### src/rtl/fma_issue_arbiter.sv
// fma_issue_arbiter: round-robin, chain-locked sharing of the FMA abc issue port with result-id tagging.
// Optional per-requester grant and stall counters are enabled by defining FMA_ARB_PERF_EN.
module fma_issue_arbiter #(
  parameter int unsigned REQ_COUNT     = 2,
  parameter int unsigned LINE_WIDTH    = 96,
  parameter int unsigned MAX_BURST     = 16,
  parameter int unsigned ID_FIFO_DEPTH = 4,
  localparam int unsigned IDW = (REQ_COUNT > 1) ? $clog2(REQ_COUNT) : 1
) (
  input  logic                            clk_in,
  input  logic                            rst_in,
  input  logic [REQ_COUNT-1:0]            req_valid_in,
  input  logic [REQ_COUNT*LINE_WIDTH-1:0] req_abc_in,
  input  logic [REQ_COUNT-1:0]            req_new_c_in,
  input  logic [REQ_COUNT-1:0]            req_last_in,
  output logic [REQ_COUNT-1:0]            req_ready_out,
  output logic [LINE_WIDTH-1:0]           abc_out,
  output logic                            abc_valid_out,
  output logic                            use_new_c_out,
  output logic                            fma_output_can_be_valid_out,
  input  logic                            fma_valid_in,
  output logic [IDW-1:0]                  result_id_out,
  output logic                            result_valid_out,
  output logic                            busy_out,
  output logic                            error_out
`ifdef FMA_ARB_PERF_EN
  ,
  output logic [REQ_COUNT*16-1:0]         grant_count_out,
  output logic [15:0]                     stall_count_out
`endif
);

  localparam int unsigned BCW = $clog2(MAX_BURST + 1);
  localparam int unsigned PW  = (ID_FIFO_DEPTH > 1) ? $clog2(ID_FIFO_DEPTH) : 1;
  localparam int unsigned CW  = $clog2(ID_FIFO_DEPTH + 1);

  typedef enum logic {S_IDLE, S_LOCKED} state_e;

  state_e                state_q, state_d;
  logic [IDW-1:0]        owner_q, owner_d;
  logic [IDW-1:0]        rr_q, rr_d;
  logic [BCW-1:0]        burst_q, burst_d;
  logic [LINE_WIDTH-1:0] abc_q, abc_d;
  logic                  abc_valid_q, abc_valid_d;
  logic                  use_new_c_q, use_new_c_d;
  logic                  ocv_q, ocv_d;
  logic [IDW-1:0]        rid_q, rid_d;
  logic                  rvalid_q, rvalid_d;
  logic                  busy_q, busy_d;
  logic                  error_q, error_d;
  logic [IDW-1:0]        fifo_q [ID_FIFO_DEPTH];
  logic [IDW-1:0]        fifo_d [ID_FIFO_DEPTH];
  logic [PW-1:0]         wr_q, wr_d;
  logic [PW-1:0]         rd_q, rd_d;
  logic [CW-1:0]         cnt_q, cnt_d;

  logic                  pick_found;
  logic [IDW-1:0]        pick_idx;
  logic [IDW-1:0]        grant_idx;
  logic                  grant_en;
  logic                  accept;
  logic                  forced;
  logic                  last_eff;
  logic                  push;
  logic                  pop;
  logic                  fifo_full;
  logic                  fifo_empty;

  assign fifo_full  = (cnt_q == CW'(ID_FIFO_DEPTH));
  assign fifo_empty = (cnt_q == '0);

  // First valid requester at or after the round-robin pointer, wrapping.
  always_comb begin : rr_pick
    int unsigned idx;
    pick_found = 1'b0;
    pick_idx   = '0;
    idx        = 0;
    for (int unsigned i = 0; i < REQ_COUNT; i++) begin
      idx = (32'(rr_q) + i) % REQ_COUNT;
      if (!pick_found && req_valid_in[IDW'(idx)]) begin
        pick_found = 1'b1;
        pick_idx   = IDW'(idx);
      end
    end
  end

  // A locked chain owns the port; a full id FIFO back-pressures everyone.
  always_comb begin
    grant_idx     = (state_q == S_LOCKED) ? owner_q : pick_idx;
    grant_en      = rst_in && !fifo_full && ((state_q == S_LOCKED) || pick_found);
    req_ready_out = '0;
    if (grant_en) begin
      req_ready_out[grant_idx] = 1'b1;
    end
    accept   = grant_en && req_valid_in[grant_idx];
    forced   = accept && !req_last_in[grant_idx] && (burst_q == BCW'(MAX_BURST - 1));
    last_eff = accept && (req_last_in[grant_idx] || forced);
    push     = last_eff;
    pop      = fma_valid_in && !fifo_empty;
  end

  always_comb begin
    state_d     = state_q;
    owner_d     = owner_q;
    rr_d        = rr_q;
    burst_d     = burst_q;
    abc_d       = abc_q;
    abc_valid_d = 1'b0;
    use_new_c_d = 1'b0;
    ocv_d       = 1'b0;
    rid_d       = rid_q;
    rvalid_d    = 1'b0;
    error_d     = error_q;
    fifo_d      = fifo_q;
    wr_d        = wr_q;
    rd_d        = rd_q;
    cnt_d       = cnt_q;

    if (accept) begin
      abc_d       = req_abc_in[32'(grant_idx)*LINE_WIDTH +: LINE_WIDTH];
      abc_valid_d = 1'b1;
      use_new_c_d = req_new_c_in[grant_idx];
      ocv_d       = last_eff;
      if (last_eff) begin
        state_d = S_IDLE;
        burst_d = '0;
        rr_d    = (grant_idx == IDW'(REQ_COUNT - 1)) ? '0 : grant_idx + IDW'(1);
      end else begin
        state_d = S_LOCKED;
        owner_d = grant_idx;
        burst_d = burst_q + BCW'(1);
      end
    end

    if (push) begin
      fifo_d[wr_q] = grant_idx;
      wr_d         = wr_q + PW'(1);
    end
    if (pop) begin
      rid_d    = fifo_q[rd_q];
      rvalid_d = 1'b1;
      rd_d     = rd_q + PW'(1);
    end
    case ({push, pop})
      2'b10:   cnt_d = cnt_q + CW'(1);
      2'b01:   cnt_d = cnt_q - CW'(1);
      default: cnt_d = cnt_q;
    endcase

    if (forced || (fma_valid_in && fifo_empty)) begin
      error_d = 1'b1;
    end
    busy_d = (state_d != S_IDLE) || (cnt_d != '0);
  end

  always_ff @(posedge clk_in) begin
    if (!rst_in) begin
      state_q     <= S_IDLE;
      owner_q     <= '0;
      rr_q        <= '0;
      burst_q     <= '0;
      abc_q       <= '0;
      abc_valid_q <= 1'b0;
      use_new_c_q <= 1'b0;
      ocv_q       <= 1'b0;
      rid_q       <= '0;
      rvalid_q    <= 1'b0;
      busy_q      <= 1'b0;
      error_q     <= 1'b0;
      wr_q        <= '0;
      rd_q        <= '0;
      cnt_q       <= '0;
      for (int unsigned i = 0; i < ID_FIFO_DEPTH; i++) begin
        fifo_q[i] <= '0;
      end
    end else begin
      state_q     <= state_d;
      owner_q     <= owner_d;
      rr_q        <= rr_d;
      burst_q     <= burst_d;
      abc_q       <= abc_d;
      abc_valid_q <= abc_valid_d;
      use_new_c_q <= use_new_c_d;
      ocv_q       <= ocv_d;
      rid_q       <= rid_d;
      rvalid_q    <= rvalid_d;
      busy_q      <= busy_d;
      error_q     <= error_d;
      wr_q        <= wr_d;
      rd_q        <= rd_d;
      cnt_q       <= cnt_d;
      fifo_q      <= fifo_d;
    end
  end

  assign abc_out                     = abc_q;
  assign abc_valid_out               = abc_valid_q;
  assign use_new_c_out               = use_new_c_q;
  assign fma_output_can_be_valid_out = ocv_q;
  assign result_id_out               = rid_q;
  assign result_valid_out            = rvalid_q;
  assign busy_out                    = busy_q;
  assign error_out                   = error_q;

`ifdef FMA_ARB_PERF_EN
  logic [REQ_COUNT*16-1:0] grant_cnt_q, grant_cnt_d;
  logic [15:0]             stall_cnt_q, stall_cnt_d;

  // Accepted beats per requester and cycles where someone waited without an accept.
  always_comb begin
    grant_cnt_d = grant_cnt_q;
    stall_cnt_d = stall_cnt_q;
    if (accept) begin
      grant_cnt_d[32'(grant_idx)*16 +: 16] = grant_cnt_q[32'(grant_idx)*16 +: 16] + 16'd1;
    end else if (|req_valid_in) begin
      stall_cnt_d = stall_cnt_q + 16'd1;
    end
  end

  always_ff @(posedge clk_in) begin
    if (!rst_in) begin
      grant_cnt_q <= '0;
      stall_cnt_q <= '0;
    end else begin
      grant_cnt_q <= grant_cnt_d;
      stall_cnt_q <= stall_cnt_d;
    end
  end

  assign grant_count_out = grant_cnt_q;
  assign stall_count_out = stall_cnt_q;
`endif

endmodule

### config.mk
export PLATFORM = sky130hd
export DESIGN_NAME = fma_issue_arbiter
export DESIGN_NICKNAME = d
export VERILOG_FILES = /design/src/rtl/fma_issue_arbiter.sv
export SDC_FILE = /design/constraint.sdc
export NUM_CORES = 1
export LEC_CHECK = 0
export ABC_AREA = 1
export CAP_MARGIN = 0
export CORE_MARGIN = 2
export CORE_UTILIZATION = 39
export CTS_CLUSTER_DIAMETER = 30
export DETAILED_ROUTE_END_ITERATION = 10
export GPL_ROUTABILITY_DRIVEN = 0
export PLACE_DENSITY = 0.88
export SETUP_SLACK_MARGIN = 0.4
export SYNTH_ARGS = -nofsm -noshare
export SYNTH_HDL_FRONTEND = slang
export SYNTH_SLANG_ARGS = --single-unit
### constraint.sdc
create_clock -name clk_in -period 3.1 [get_ports clk_in]
set_clock_uncertainty 0.2 [all_clocks]
set_input_delay 0.465 -clock clk_in [delete_from_list [all_inputs] [get_ports clk_in]]
set_output_delay 0.465 -clock clk_in [all_outputs]
set_load 0.02 [all_outputs]
==> flow_metrics.tcl <==
set metrics [dict create \
    ys_seq_area_share_pct 44.2 \
    synth_warnings 0 \
    synth_top_area_share_pct 44.2 \
    coreArea_mm2 0.0139 \
    yosys.area.top_type "dfxtp_1" \
    synth-edff-count 0 \
    yosys_most_used_dff "dfxtp_1" \
    gr-total-overflow 0 \
    antenna_found_initial 0 \
    status "complete, no violations" \
    port-buffer-count 305 \
    path_clk_slew_ns 0.05 \
    cts_tree "done" \
    wl_met1_um 7370 \
    ant_nets 0 \
    yosys-top-cells-count "nand2_1 (226), dfxtp_1 (122), nand3_1 (70), o211a_1 (57), a31oi_1 (41)" \
    worst_setup_path_start_kind "input port" \
    die_x_um 123 \
    synth_cell_types 25 \
    clk_latency_ns 0.40 \
    critical_path_class "input port to flop" \
    timing.slew.headroom_pct 28.3 \
    clock_path_buffers 2 \
    clock-sinks 122 \
    hold_viol 0 \
    synth_top_family_by_area "simple AND/OR/NAND/NOR gates" \
    diodes 0 \
    nNetsFinal 1201 \
    drtPass1Iterations 7 \
    period_share_pct 88.3 \
    die_area_mm2 0.0151 \
    power_frac_comb_pct 26.3 \
    worst_pin_slew_ns 1.08 \
    numCtsBuffers 17 \
    drive_gt1_share_pct 5.68 \
    vias_per_cell 5.06 \
    num_rows 43 \
    start_util_pct 39.8 \
    synthTopCellsByArea "dfxtp_1 (44%), nand2_1 (15%), o211a_1 (10%), nand3_1 (6.3%), a31oi_1 (4.6%)" \
    fmax_mhz 365 \
    setup_violations 0 \
    ys_ff_latch 122 \
    synthMuxAreaShare_pct 0 \
    fp.dieH_um 123 \
    netlist_area_mm2 0.00553 \
    power_density_mw_per_mm2 548 \
    rsz0062_at_grt "yes" \
    period_minus_slack_ns 2.74 \
    wl_per_cell_um 15.9 \
    synthArstFlopShare_pct 0 \
    critPathArrivalTime_ns 2.82 \
    htree_levels 4 \
    grt_util_all_layers_pct 24.4 \
    intPower_uw 3620 \
    syn_inst 710 \
    cp_max_fo 3 \
    root_buffer "clkbuf_16" \
    vias 5990 \
    switching_share_pct 28.3 \
    fin_setup_tns_ns 0 \
    io_pins 306 \
    synth_xor_area_share_pct 0.633 \
    syn_nets 919 \
    synth_compound_area_share_pct 21.8 \
    instances_no_fill 1183 \
    cp-end-kind "flop" \
    synthSimpleGateAreaFrac_pct 23.8 \
    switching_power_uw 1430 \
    grt_pass1_vias 5734 \
    yosys.area_share.adder_pct 1.95 \
    grt_max_degree 137 \
    min_path_type "flop to flop" \
    drcViolationCount 0 \
    wl_met3_um 1250 \
    yosys.cell_count.top_type "nand2_1" \
    avgSynthCellArea_um2 7.79 \
    wl_um 18800 \
    leakagePower_uw 0.00403 \
    drv_cap 0 \
    grt_first_pass_wirelength_um 28600 \
    worstPathRequired_ns 3.18 \
    route.top_layer_used "met4" \
    place_hpwl_um 12900 \
    drv_slew 0 \
    syn_to_final_growth_pct 66.6 \
    seqPwrFrac_pct 36.2 \
    dp_cells 1150 \
    wl_met2_um 9800 \
    power_frac_clock_pct 37.5 \
    vdd_drop_max_mv 0.449 \
    drt-initial-drc-count 424 \
]
[flip-flops by register name, indices dropped and copies added, names as in the netlist, 2 cells and up]
register and flops:
rd_q 2, wr_q 2, abc_out 96, burst_q 5, cnt_q 3, fifo_q 4
[through the flow]
stage                     total power [µW]  hold slack (ns)  instance area [µm²]  util (%)  worst slack, ns
after floorplan                       2520            0.244                 5530         -            0.543
after global placement                3150            0.255                 8610      62.0           0.0951
after detailed placement              3180            0.272                 8610      62.0          -0.0113
after CTS                             5090            0.280                 9200      66.3            0.401
after global routing                  5300            0.308                 9210      66.4            0.272
final                                 5050            0.288                 9210      66.4            0.364
[power groups by stage]
| stage | combinational [µW] | sequential (µW) | clock (µW) |
|---|---|---|---|
| detailed placement | 1320 | 1860 | 0 |
| finish | 1330 | 1830 | 1890 |
| global placement | 1300 | 1850 | 0 |
| global route | 1440 | 1850 | 2010 |
| floorplan | 505 | 2020 | 0 |
| CTS | 1330 | 1830 | 1930 |
[per-layer routing]
metal | global-route usage (%) | up-vias
met3 | 8.67 | 31
met1 | 27.6 | 2766
li1 | - | 2976
met4 | 7.24 | 0
met2 | 43.0 | 217
met5 | 0 | -
[kinds of logic after synthesis]
group / after synthesis
xor+xnor: 4
fa+ha+maj: 8
flops: 122
compound gates: 166
simple gates: 324
buf+inv: 86
[critical path: stages]
cell             delay (ns)
clkdlybuf4s50_1        0.51
inv_1                  0.05
nor2_1                 0.09
nand2_1                0.14
nand3_2                0.11
nand2_2                0.08
o21ai_2                0.15
ha_1                   0.16
inv_1                  0.05
fa_1                   0.39
a21oi_1                0.15
o21ai_1                0.09
xor2_1                 0.15
o21ai_0                0.14
o21ai_1                0.09
[area by class of cell]
| cell class | instances | area (µm²) |
|---|---|---|
| Fill cell | 1141 | 4670 |
| Inverter | 30 | 114 |
| Tap cell | 180 | 225 |
| Clock buffer | 21 | 470 |
| Multi-Input combinational cell | 502 | 2690 |
| Timing Repair Buffer | 319 | 3170 |
| Clock inverter | 9 | 97.6 |
| Sequential cell | 122 | 2440 |
[cell usage in the layout (no fill, tap or decap), drive strengths merged]
master	n
nand2	226
nor2	24
dlygate4sd2	1
fa	1
and3	1
clkinv	7
inv	29
ha	7
clkbuf	22
buf	15
clkinvlp	1
xor2	4
clkdlybuf4s50	302
nand4	1
nand3	71
bufinv	2
o211a	57
o211ai	4
a31oi	41
dfxtp	122
o21ai	52
a21oi	12
nand3b	1
[worst paths after layout]
| check | startpoint | endpoint | slack (ns) | cells past startpoint |
|---|---|---|---|---|
| max reg2reg | burst_q[0] | busy_out | 0.44 | 12 |
| min | burst_q[1] | burst_q[1] | 0.29 | 2 |
| min reg2reg | burst_q[1] | burst_q[1] | 0.29 | 2 |
| max | req_valid_in[1] | busy_out | 0.36 | 15 |
[repair_timing]
item | in CTS | in global routing
setup endpoints to repair | 3 | 3
gates cloned | 0 | 0
resized for setup | 5 | 6
buffers inserted | 2 | 1
hold buffers | 0 | 0
pin swaps | 1 | 2
Power figures use the tool's default switching activity.
